<file path="config.mk">
export PLATFORM = sky130hd
export DESIGN_NAME = ysyx_23060136_ifu_fetch_flat
export DESIGN_NICKNAME = d
export VERILOG_FILES = /design/src/rtl/ysyx_23060136_ifu_fetch_pkg.sv /design/src/rtl/ysyx_23060136_ifu_fetch_if.sv /design/src/rtl/ysyx_23060136_ifu_fetch_pc_gen.sv /design/src/rtl/ysyx_23060136_ifu_fetch.sv /design/src/flat_wrapper.sv
export SDC_FILE = /design/constraint.sdc
export NUM_CORES = 1
export LEC_CHECK = 0
export ABC_AREA = 1
export CAP_MARGIN = 20
export CORE_UTILIZATION = 48
export CTS_CLUSTER_DIAMETER = 60
export DETAILED_ROUTE_END_ITERATION = 12
export MAX_ROUTING_LAYER = met4
export PLACE_DENSITY = 0.79
export SYNTH_ARGS = -nofsm -noshare
export SYNTH_HDL_FRONTEND = slang
export SYNTH_HIERARCHICAL = 1
export SYNTH_SLANG_ARGS = --single-unit
</file>
<file path="constraint.sdc">
create_clock -name clk -period 2.45 [get_ports clk]
set_clock_uncertainty 0.1 [all_clocks]
set_input_delay 0.3675 -clock clk [delete_from_list [all_inputs] [get_ports clk]]
set_output_delay 0.3675 -clock clk [all_outputs]
set_load 0.03 [all_outputs]
</file>
<file path="src/rtl/ysyx_23060136_ifu_fetch_pkg.sv">
// ysyx_23060136_ifu_pkg
//   Shared types and constants for the instruction fetch unit:
//   FSM state encoding, fetch exception causes, PC-update operations,
//   reset PC, NOP encoding and the AXI OKAY response code.
package ysyx_23060136_ifu_pkg;

  localparam int unsigned IFU_XLEN     = 32;
  localparam logic [31:0] IFU_RST_PC   = 32'h8000_0000;
  localparam logic [31:0] IFU_NOP_INST = 32'h0000_0013;  // addi x0, x0, 0
  localparam logic [1:0]  RESP_OKAY    = 2'b00;

  typedef enum logic [1:0] {
    S_REQ  = 2'd0,
    S_WAIT = 2'd1,
    S_HOLD = 2'd2
  } ifu_state_e;

  typedef enum logic [1:0] {
    EXC_NONE         = 2'b00,
    EXC_ACCESS_FAULT = 2'b01,
    EXC_MISALIGNED   = 2'b10
  } ifu_exc_cause_e;

  // How req_pc moves on the next clock edge.
  typedef enum logic [1:0] {
    PC_KEEP   = 2'd0,
    PC_INCR   = 2'd1,
    PC_TARGET = 2'd2,
    PC_REDIR  = 2'd3
  } pc_op_e;

endpackage

</file>
<file path="src/rtl/ysyx_23060136_ifu_fetch_if.sv">
// ysyx_23060136_ifu_fetch_if
//   AXI4-Lite read channels (AR + R) between the fetch unit and memory.
//   Ports:
//     IFU_arvalid / IFU_araddr / IFU_arready   address channel
//     IFU_rvalid / IFU_rdata / IFU_rresp / IFU_rready   data channel
//   Modports: master (fetch unit side), slave (memory side).
interface ysyx_23060136_ifu_fetch_if #(
  parameter int XLEN = 32
);

  logic            IFU_arvalid;
  logic [XLEN-1:0] IFU_araddr;
  logic            IFU_arready;
  logic            IFU_rvalid;
  logic [31:0]     IFU_rdata;
  logic [1:0]      IFU_rresp;
  logic            IFU_rready;

  modport master (
    output IFU_arvalid, IFU_araddr, IFU_rready,
    input  IFU_arready, IFU_rvalid, IFU_rdata, IFU_rresp
  );

  modport slave (
    input  IFU_arvalid, IFU_araddr, IFU_rready,
    output IFU_arready, IFU_rvalid, IFU_rdata, IFU_rresp
  );

endinterface

</file>
<file path="src/rtl/ysyx_23060136_ifu_fetch_pc_gen.sv">
// ysyx_23060136_ifu_pc_gen
//   Fetch PC bookkeeping: current request PC, pending redirect PC and the
//   drop flag that marks an in-flight response as stale.
//   Ports:
//     clk, rst      clock, synchronous active-high reset
//     pc_op         next req_pc selection (keep / +4 / target / redir_pc)
//     arm_drop      capture target into redir_pc and mark in-flight beat stale
//     clr_drop      stale beat has been consumed; clear drop
//     target        redirect PC (already alignment-adjusted by the caller)
//     req_pc        PC of the current request / held instruction
//     drop          in-flight response must be discarded
module ysyx_23060136_ifu_pc_gen
  import ysyx_23060136_ifu_pkg::*;
#(
  parameter int              XLEN   = 32,
  parameter logic [XLEN-1:0] RST_PC = XLEN'(IFU_RST_PC)
) (
  input  logic            clk,
  input  logic            rst,
  input  pc_op_e          pc_op,
  input  logic            arm_drop,
  input  logic            clr_drop,
  input  logic [XLEN-1:0] target,
  output logic [XLEN-1:0] req_pc,
  output logic            drop
);

  logic [XLEN-1:0] redir_pc;

  always_ff @(posedge clk) begin
    if (rst) begin
      req_pc   <= RST_PC;
      redir_pc <= RST_PC;
      drop     <= 1'b0;
    end else begin
      case (pc_op)
        PC_INCR:   req_pc <= req_pc + XLEN'(4);  // wraps modulo 2^XLEN
        PC_TARGET: req_pc <= target;
        PC_REDIR:  req_pc <= redir_pc;
        default:   req_pc <= req_pc;
      endcase

      // A later redirect simply overwrites redir_pc: latest target wins.
      if (clr_drop) begin
        drop <= 1'b0;
      end else if (arm_drop) begin
        drop     <= 1'b1;
        redir_pc <= target;
      end
    end
  end

endmodule

</file>
<file path="src/rtl/ysyx_23060136_ifu_fetch.sv">
// ysyx_23060136_ifu_fetch
//   Instruction fetch unit. Owns the fetch PC, issues one AXI4-Lite read
//   per instruction and holds the result for the IF/ID segment register.
//   Advances only when ID consumes (!FORWARD_stallID); honours branch
//   redirects, including those that land on an in-flight bus request.
//   Ports:
//     clk, rst          clock, synchronous active-high reset
//     FORWARD_stallID   ID holds; held instruction not consumed
//     BRANCH_flushIF    redirect request (only taken when not stalled)
//     BRANCH_target     redirect PC
//     bus               AXI4-Lite read master (AR/R)
//     IFU_o_valid       instruction held for ID
//     IFU_o_pc          PC of the held instruction
//     IFU_o_inst        held instruction, NOP when not valid
//     IFU_o_exc         fetch exception on held slot       (EXC_EN only)
//     IFU_o_exc_cause   01 access fault, 10 misaligned     (EXC_EN only)
//   Build option: define YSYX_23060136_IFU_EXC_EN to enable fetch
//   exceptions. Without it rresp is ignored and redirect targets are
//   forced to word alignment.
//
//   state  | meaning
//   S_REQ  | AR valid at req_pc, waiting for arready
//   S_WAIT | request accepted, waiting for the R beat
//   S_HOLD | instruction (or exception) presented to ID
module ysyx_23060136_ifu_fetch
  import ysyx_23060136_ifu_pkg::*;
#(
  parameter int              XLEN     = 32,
  parameter logic [XLEN-1:0] RST_PC   = XLEN'(IFU_RST_PC),
  parameter logic [31:0]     NOP_INST = IFU_NOP_INST
) (
  input  logic                        clk,
  input  logic                        rst,
  input  logic                        FORWARD_stallID,
  input  logic                        BRANCH_flushIF,
  input  logic [XLEN-1:0]             BRANCH_target,
  ysyx_23060136_ifu_fetch_if.master   bus,
  output logic                        IFU_o_valid,
  output logic [XLEN-1:0]             IFU_o_pc,
  output logic [31:0]                 IFU_o_inst
`ifdef YSYX_23060136_IFU_EXC_EN
  ,
  output logic                        IFU_o_exc,
  output logic [1:0]                  IFU_o_exc_cause
`endif
);

  ifu_state_e      state;
  logic [31:0]     inst_q;
  logic            exc_q;
  ifu_exc_cause_e  exc_cause_q;

  logic [XLEN-1:0] req_pc;
  logic            drop;
  pc_op_e          pc_op;
  logic            arm_drop;
  logic            clr_drop;

  logic            redirect;
  logic [XLEN-1:0] target_eff;
  logic            misaligned;
  logic            resp_err;

  assign redirect = BRANCH_flushIF && !FORWARD_stallID;

`ifdef YSYX_23060136_IFU_EXC_EN
  assign target_eff = BRANCH_target;
  assign misaligned = |req_pc[1:0];
  assign resp_err   = (bus.IFU_rresp != RESP_OKAY);
  assign IFU_o_exc       = exc_q;
  assign IFU_o_exc_cause = exc_cause_q;
`else
  assign target_eff = {BRANCH_target[XLEN-1:2], 2'b00};
  assign misaligned = 1'b0;
  assign resp_err   = 1'b0;
  logic unused_sink;
  assign unused_sink = ^{bus.IFU_rresp, BRANCH_target[1:0], exc_q, exc_cause_q};
`endif

  ysyx_23060136_ifu_pc_gen #(
    .XLEN   (XLEN),
    .RST_PC (RST_PC)
  ) u_pc_gen (
    .clk      (clk),
    .rst      (rst),
    .pc_op    (pc_op),
    .arm_drop (arm_drop),
    .clr_drop (clr_drop),
    .target   (target_eff),
    .req_pc   (req_pc),
    .drop     (drop)
  );

  // PC-side control. A redirect while a request is on the bus cannot
  // cancel it (AXI), so it is parked in redir_pc and the beat dropped.
  always_comb begin
    pc_op    = PC_KEEP;
    arm_drop = 1'b0;
    clr_drop = 1'b0;
    case (state)
      S_REQ: begin
        if (misaligned) begin
          if (redirect) pc_op = PC_TARGET;  // nothing issued, retarget freely
        end else if (redirect) begin
          arm_drop = 1'b1;
        end
      end
      S_WAIT: begin
        if (bus.IFU_rvalid) begin
          if (redirect) begin
            pc_op    = PC_TARGET;
            clr_drop = 1'b1;
          end else if (drop) begin
            pc_op    = PC_REDIR;
            clr_drop = 1'b1;
          end
        end else if (redirect) begin
          arm_drop = 1'b1;
        end
      end
      S_HOLD: begin
        if (redirect)              pc_op = PC_TARGET;
        else if (!FORWARD_stallID) pc_op = PC_INCR;
      end
      default: pc_op = PC_KEEP;
    endcase
  end

  always_ff @(posedge clk) begin
    if (rst) begin
      state       <= S_REQ;
      inst_q      <= NOP_INST;
      exc_q       <= 1'b0;
      exc_cause_q <= EXC_NONE;
    end else begin
      case (state)
        S_REQ: begin
          if (misaligned) begin
            if (!redirect) begin
              state       <= S_HOLD;
              inst_q      <= NOP_INST;
              exc_q       <= 1'b1;
              exc_cause_q <= EXC_MISALIGNED;
            end
          end else if (bus.IFU_arready) begin
            state <= S_WAIT;
          end
        end
        S_WAIT: begin
          if (bus.IFU_rvalid) begin
            if (drop || redirect) begin
              state <= S_REQ;
            end else begin
              state <= S_HOLD;
              if (resp_err) begin
                inst_q      <= NOP_INST;
                exc_q       <= 1'b1;
                exc_cause_q <= EXC_ACCESS_FAULT;
              end else begin
                inst_q <= bus.IFU_rdata;
              end
            end
          end
        end
        S_HOLD: begin
          if (redirect || !FORWARD_stallID) begin
            state       <= S_REQ;
            exc_q       <= 1'b0;
            exc_cause_q <= EXC_NONE;
          end
        end
        default: state <= S_REQ;
      endcase
    end
  end

  // Outputs are decodes of registered state only.
  assign bus.IFU_arvalid = (state == S_REQ) && !misaligned;
  assign bus.IFU_araddr  = req_pc;
  assign bus.IFU_rready  = (state == S_WAIT);

  assign IFU_o_valid = (state == S_HOLD);
  assign IFU_o_pc    = req_pc;
  assign IFU_o_inst  = IFU_o_valid ? inst_q : NOP_INST;

endmodule

</file>
<file path="src/flat_wrapper.sv">
// flat-port wrapper written by rule: the top's interface ports become plain ports
module ysyx_23060136_ifu_fetch_flat import ysyx_23060136_ifu_pkg::*;
#(
  parameter int              XLEN     = 32,
  parameter logic [XLEN-1:0] RST_PC   = XLEN'(IFU_RST_PC),
  parameter logic [31:0]     NOP_INST = IFU_NOP_INST
)
  (clk, rst, FORWARD_stallID, BRANCH_flushIF, BRANCH_target, IFU_o_valid, IFU_o_pc, IFU_o_inst, bus_IFU_arvalid, bus_IFU_araddr, bus_IFU_rready, bus_IFU_arready, bus_IFU_rvalid, bus_IFU_rdata, bus_IFU_rresp);
  ysyx_23060136_ifu_fetch_if #(.XLEN(XLEN)) bus_i ();
  input  logic clk;
  input  logic rst;
  input  logic FORWARD_stallID;
  input  logic BRANCH_flushIF;
  input  logic [XLEN-1:0] BRANCH_target;
  output logic IFU_o_valid;
  output logic [XLEN-1:0] IFU_o_pc;
  output logic [31:0] IFU_o_inst;
  output wire logic [$bits(bus_i.IFU_arvalid)-1:0] bus_IFU_arvalid;
  output wire logic [$bits(bus_i.IFU_araddr)-1:0] bus_IFU_araddr;
  output wire logic [$bits(bus_i.IFU_rready)-1:0] bus_IFU_rready;
  input wire logic [$bits(bus_i.IFU_arready)-1:0] bus_IFU_arready;
  input wire logic [$bits(bus_i.IFU_rvalid)-1:0] bus_IFU_rvalid;
  input wire logic [$bits(bus_i.IFU_rdata)-1:0] bus_IFU_rdata;
  input wire logic [$bits(bus_i.IFU_rresp)-1:0] bus_IFU_rresp;
  assign bus_IFU_arvalid = bus_i.IFU_arvalid;
  assign bus_IFU_araddr = bus_i.IFU_araddr;
  assign bus_IFU_rready = bus_i.IFU_rready;
  assign bus_i.IFU_arready = bus_IFU_arready;
  assign bus_i.IFU_rvalid = bus_IFU_rvalid;
  assign bus_i.IFU_rdata = bus_IFU_rdata;
  assign bus_i.IFU_rresp = bus_IFU_rresp;
  ysyx_23060136_ifu_fetch #(.XLEN(XLEN), .RST_PC(RST_PC), .NOP_INST(NOP_INST)) u_core (.clk(clk), .rst(rst), .FORWARD_stallID(FORWARD_stallID), .BRANCH_flushIF(BRANCH_flushIF), .BRANCH_target(BRANCH_target), .bus(bus_i), .IFU_o_valid(IFU_o_valid), .IFU_o_pc(IFU_o_pc), .IFU_o_inst(IFU_o_inst));
endmodule
</file>
After elaboration in Yosys (flattened, before gate mapping)
Index checks and enable logic that the tools add are counted.
Storage, ports and cells
  input bits: 72
  output and inout port bits: 99
  bits in registers: 97
  memories kept: 0
  bits in read-only memories: 0
  word-level logic and storage cells: 46
  latch bits: 0
  bits in writable memories: 0
Cells by class
  bitwise logic cells: 2
  mux-type cells: 20
  $add $sub $neg: 1
  reduce and logical (&&, ||, !) cells: 10
  equal/unequal tests: 8
  magnitude comparators: 0
  $mul: 0
  shifts and indexed selects: 0
  divide/modulo/power cells: 0
Operators with widths (count)
  32-bit one-hot mux with 3 select lines: 1
  32-bit by 3-bit adder with 32-bit output, second input constant: 1
  32-bit two-way mux: 1
  2-bit two-way mux: 8
  1-bit two-way mux: 7
  2-bit == test, second input constant: 3
  2-bit one-hot mux with 3 select lines: 1
  3-bit AND reduction: 2
  2-bit by 1-bit == test with 1-bit output, second input constant: 2
  2-bit by 1-bit != test with 1-bit output, second input constant: 2
  2-bit one-hot mux with 2 select lines: 1
  3-bit nonzero test: 1
  2-bit logical NOT: 1
  1-bit logical OR: 2
  2-bit != test, second input constant: 1
  1-bit inverter: 2
  1-bit one-hot mux with 2 select lines: 1
  2-bit AND reduction: 1
  2-bit OR reduction: 1
  1-bit logical AND: 1
  1-bit logical NOT: 1

Depth between registers and ports, before layout
  depth after elaboration: 7
  gate-level depth with buffers: 15
  gate-level depth less buffers: 13

Hierarchy
Netlist, hierarchy kept.
By module, submodules not included
  ysyx_23060136_ifu_pc_gen: area each 3560.9 µm², instances 1, cells each 546
  ysyx_23060136_ifu_fetch: area each 2047.0 µm², instances 1, cells each 340

Least setup slack after synthesis
OpenSTA, ideal clock, no wires.
  kind: register -> register
  from: reg u_core.state[0]
  to: reg u_core.u_pc_gen.req_pc[27]
  arrival: 2.336 ns
  library setup time: 0.067 ns
  cell stages (with the launch flop): 12
  slack: -0.053 ns
  period minus slack after synthesis: 2.503 ns
  required time: 2.283 ns
  buffers on the path: 1
  path through: dfxtp_1 > inv_1 > ha_1 > buf_2 > nand3_1 > a21boi_0 > inv_2 > nor2_4 > inv_2 > o211ai_1 > inv_1 > a21oi_2
Between the ends
  word-level cells in the longest chain between the ends: 4
  elaborated cells on any way between the ends: 8
  classes of those cells: eq/ne (5); mux (2); reduce/logical (1)
RTL lines
  start, declared: line ysyx_23060136_ifu_fetch.sv:48  | ifu_state_e state;
  start signal, assigned: line ysyx_23060136_ifu_fetch.sv:131  | state <= S_REQ;
  start signal, assigned: line ysyx_23060136_ifu_fetch.sv:140  | state <= S_HOLD;
  start signal, assigned: line ysyx_23060136_ifu_fetch.sv:146  | state <= S_WAIT;
  2-bit == test *
  net IFU_o_valid: line flat_wrapper.sv:15  | output logic IFU_o_valid;
  2-bit one-hot mux with 2 select lines *: line ysyx_23060136_ifu_fetch.sv:100  | case (state)
  net u_core.pc_op[1]: line ysyx_23060136_ifu_fetch.sv:55  | pc_op_e pc_op;
  2-bit == test / 2-bit by 1-bit == test with 1-bit output (equally long branches): line ysyx_23060136_ifu_fetch_pc_gen.sv:36  | case (pc_op)
  32-bit one-hot mux with 3 select lines / 3-bit nonzero test (equally long branches)
  end signal, assigned: line ysyx_23060136_ifu_fetch_pc_gen.sv:37  | PC_INCR: req_pc <= req_pc + XLEN'(4);
  end signal, assigned: line ysyx_23060136_ifu_fetch_pc_gen.sv:38  | PC_TARGET: req_pc <= target;
  end signal, assigned: line ysyx_23060136_ifu_fetch_pc_gen.sv:39  | PC_REDIR: req_pc <= redir_pc;
  end, declared: line ysyx_23060136_ifu_fetch_pc_gen.sv:24  | output logic [XLEN-1:0] req_pc,
The timed path passes the listed nets; every way through them passes the cells marked *.
A chain may end at the register's enable or synchronous reset.

Final worst setup path
  from: reg u_core.state[1]
  to: reg u_core.u_pc_gen.req_pc[9]
Between the ends
  word-level cells in the longest chain between the ends: 4
  elaborated cells on any way between the ends: 8
  classes of those cells: eq/ne (5); mux (2); reduce/logical (1)
RTL lines (line)
  2-bit == test / 2-bit by 1-bit == test with 1-bit output (equally long branches): ysyx_23060136_ifu_fetch.sv:100
  2-bit one-hot mux with 2 select lines *: ysyx_23060136_ifu_fetch.sv:100
  net u_core.pc_op[1]: ysyx_23060136_ifu_fetch.sv:55
  2-bit == test / 2-bit by 1-bit == test with 1-bit output (equally long branches): ysyx_23060136_ifu_fetch_pc_gen.sv:36
  32-bit one-hot mux with 3 select lines / 3-bit nonzero test (equally long branches)
Marked as above.

==> impl_metrics.csv <==
group,metric,value,unit
worst_setup_path,cp_slowest_cell,"a221oi_1",
grt,first_global_vias,5060,
worst_setup_path,worstSetupStartpointType,"flop",
synthesis,yosysWarnings,6,
grt,grt_max_degree,54,
cells_and_area,drive_gt1_frac,0.0944,
detailed_routing,wl,14.9,mm
sta,setup_viol,0,
placement,gp_congestion,0.853,
sta,fin_crit,2.19,ns
cts,cts_tree,"done",
synthesis,ys.flop_type,"dfxtp_1",
worst_setup_path,arrival,2.31,ns
worst_setup_path,path_common_cell,"nand2_1",
status,status,"finished clean",
placement,hpwl,10.8,mm
sta,fmax,457,MHz
power,ir_worst_vdd,452,µV
synthesis,postSynthAreaPerCell,6.33,µm²
sta,finalHoldViolations,0,
floorplanning,initial_core_util,0.491,
synthesis,yosysSeqAreaShare,0.353,
cts,cts_buffers,9,
cells_and_area,area_growth,33.8,%
grt,grt_pass1_wl,23.7,mm
cells_and_area,layout.nets,1099,
cts,clock-sinks,99,
cells_and_area,final_cell_mix,"nand2_1 (241), nor2_1 (152), clkdlybuf4s50_1 (133), inv_1 (111), dfxtp_1 (99)",
worst_setup_path,worstSetupEndpointType,"flop",
worst_setup_path,path_cells,"inv_1 -> ha_1 -> nand2_1 -> inv_2 -> nand2_1 -> a21boi_1 -> buf_4 -> nand2_1 -> inv_1 -> buf_4 -> a221oi_1 -> a21oi_1",
worst_setup_path,critPathBufInv,5,
sta,fin_tns_setup,0,ns
floorplanning,rows,39,
cts,htree_levels,3,
power,p_leak,3.59,nW
cts,clk_latency,0.35,ns
detailed_routing,routed_via_density,4.93,
sta,fin_crit_sh,0.894,
detailed_routing,initialDrtViolationCount,362,
grt,antenna_found_initial,0,
floorplanning,die_h,110,µm
grt,track_usage,0.260,
detailed_routing,route.detailed.drc,0,
floorplanning,dieArea,12100,µm²
floorplanning,num_io_pins,171,
detailed_routing,final_antenna_net_count,0,
cells_and_area,final_area,7500,µm²
worst_hold_path,min_path_type,"reg2reg",
worst_setup_path,critical_path_class,"reg2reg",
synthesis,netlist_instances,886,
sta,report.final.slew_viol_count,0,
synthesis,ys_seq_elements,99,
cells_and_area,ff_latch_area,1980,µm²
detailed_routing,dr.pass1.iters,5,
floorplanning,fp.dieW,110,µm
power,p_per_area,816,nW/µm²
floorplanning,core_area,11400,µm²
placement,portBuffers,166,
synthesis,synth.cell_area,5610,µm²
cells_and_area,multi_input_area,2770,µm²
sta,rsz0062_at_grt,"no",
detailed_routing,num_vias,5774,
worst_setup_path,cp.required,2.57,ns
cells_and_area,layout_commonest_cell,"nand2_1",
worst_setup_path,crit_fanout,8,
cts,cts-root-buf,"clkbuf_16",
synthesis,ys_async_sr_fraction,0,
cells_and_area,n_fill_cell,1042,
cts,holdBufCountCts,0,
cts,clockBufferDepth,2,
worst_setup_path,cp_top_family,"buffers and inverters",
synthesis,yosysUniqueCellTypes,34,
placement,placed_cell_area,7200,µm²
grt,overflow,0,
cells_and_area,antenna-diode-count,0,
cts,path_clk_slew,0.06,ns
detailed_routing,wl_per_cell,12.7,µm
run,max-cap-violations,0,
synthesis,synth_edf_count,0,
worst_setup_path,max_stage_delay,0.38,ns
## state kept, by name, summed over array words and instances, names as in the netlist
| register | flops |
|---|---|
| u_core/inst_q | 32 |
| u_core/u_pc_gen/redir_pc | 32 |
| u_core/u_pc_gen/req_pc | 32 |
| u_core/state | 2 |
| u_core/u_pc_gen/drop | 1 |
## path summary, 6_finish.rpt
path / startpoint / depth (start not counted) / endpoint / slack (ns)
max: u_core/state[1] / 12 / u_core/u_pc_gen/req_pc[9] / 0.26
min: u_core/u_pc_gen/redir_pc[0] / 2 / u_core/u_pc_gen/redir_pc[0] / 0.35
max reg2reg: u_core/state[1] / 12 / u_core/u_pc_gen/req_pc[9] / 0.26
min reg2reg: u_core/u_pc_gen/redir_pc[0] / 2 / u_core/u_pc_gen/redir_pc[0] / 0.35
## synth_stat cells, types with 2 or more instances
| master | count | area, µm² |
|---|---|---|
| buf_2 | 13 | 65.1 |
| dfxtp_1 | 99 | 1980 |
| nor2_4 | 5 | 56.3 |
| o21ai_0 | 76 | 380 |
| inv_1 | 111 | 417 |
| inv_2 | 6 | 22.5 |
| nand4_1 | 2 | 12.5 |
| nand3b_1 | 8 | 60.1 |
| o211ai_1 | 11 | 82.6 |
| nor2_2 | 8 | 50.1 |
| nand2_1 | 241 | 905 |
| xor2_1 | 6 | 52.6 |
| nand2_4 | 2 | 22.5 |
| a31oi_1 | 6 | 37.5 |
| clkbuf_1 | 17 | 63.8 |
| ha_1 | 4 | 50.1 |
| nand3_1 | 25 | 125 |
| a221oi_1 | 8 | 70.1 |
| buf_4 | 33 | 248 |
| nor2_1 | 152 | 571 |
| a21oi_1 | 36 | 180 |
| buf_6 | 5 | 56.3 |
## worst reg2reg max path, cell delays in order, from the launching register on
cell and delay [ns]:
dfxtp_1 0.33, inv_1 0.07, ha_1 0.22, nand2_1 0.09, inv_2 0.06, nand2_1 0.08
a21boi_1 0.06, buf_4 0.16, nand2_1 0.09, inv_1 0.11, buf_4 0.19, a221oi_1 0.38
a21oi_1 0.11
## per-layer routing
layer / vias up / global-route usage / part of all wire
li1: 2993 / - / -
met1: 2589 / 0.333 / 0.46
met2: 178 / 0.425 / 0.46
met3: 14 / 0.0317 / 0.058
met4: 0 / 0.0883 / 0.014
met5: - / - / 0
## area by class of cell
type,count,share of cell area
Inverter,117,0.0585
Tap cell,143,0.0238
Clock buffer,9,0.0300
Timing Repair Buffer,191,0.246
Clock inverter,7,0.00917
Sequential cell,99,0.264
Multi-Input combinational cell,605,0.369
## power by group
part	switching [W]	total, W	internal, W
clock network	0.000611	0.00140	0.000787
registers	0.000304	0.00224	0.00194
logic	0.00149	0.00248	0.000992
## kinds of logic (layout without fill, tap and decap cells)
kind of cell | Yosys count | after routing | share of synthesized area
buffers and inverters | 185 | 324 | 0.156
flip-flops | 99 | 99 | 0.353
adder cells (fa/ha/maj) | 4 | 4 | 0.00892
other | 1 | 4 | 0.000669
AND/OR/NAND/NOR | 448 | 448 | 0.329
XOR/XNOR | 7 | 7 | 0.0109
AO/OA/AOI/OAI | 142 | 142 | 0.141
## through the flow
step / util / setup slack [ns] / total power [W] / instances / hold WS (ns)
after floorplan: - / 0.143 / 0.00391 / 889 / 0.330
after global placement: 0.631 / 0.105 / 0.00471 / 1155 / 0.340
after detailed placement: 0.631 / 0.0696 / 0.00474 / 1155 / 0.345
after CTS: 0.656 / 0.0145 / 0.00616 / 1171 / 0.356
after global routing: 0.657 / 0.0702 / 0.00652 / 1171 / 0.374
final: 0.657 / 0.260 / 0.00612 / 1171 / 0.355
## timing repair
item / 4_1_cts / 5_1_grt
setup buffers: 0 / 0
setup endpoints to repair: 0 / 3
gates resized for setup: 0 / 3
No activity file was read; power rests on OpenSTA's default activity.
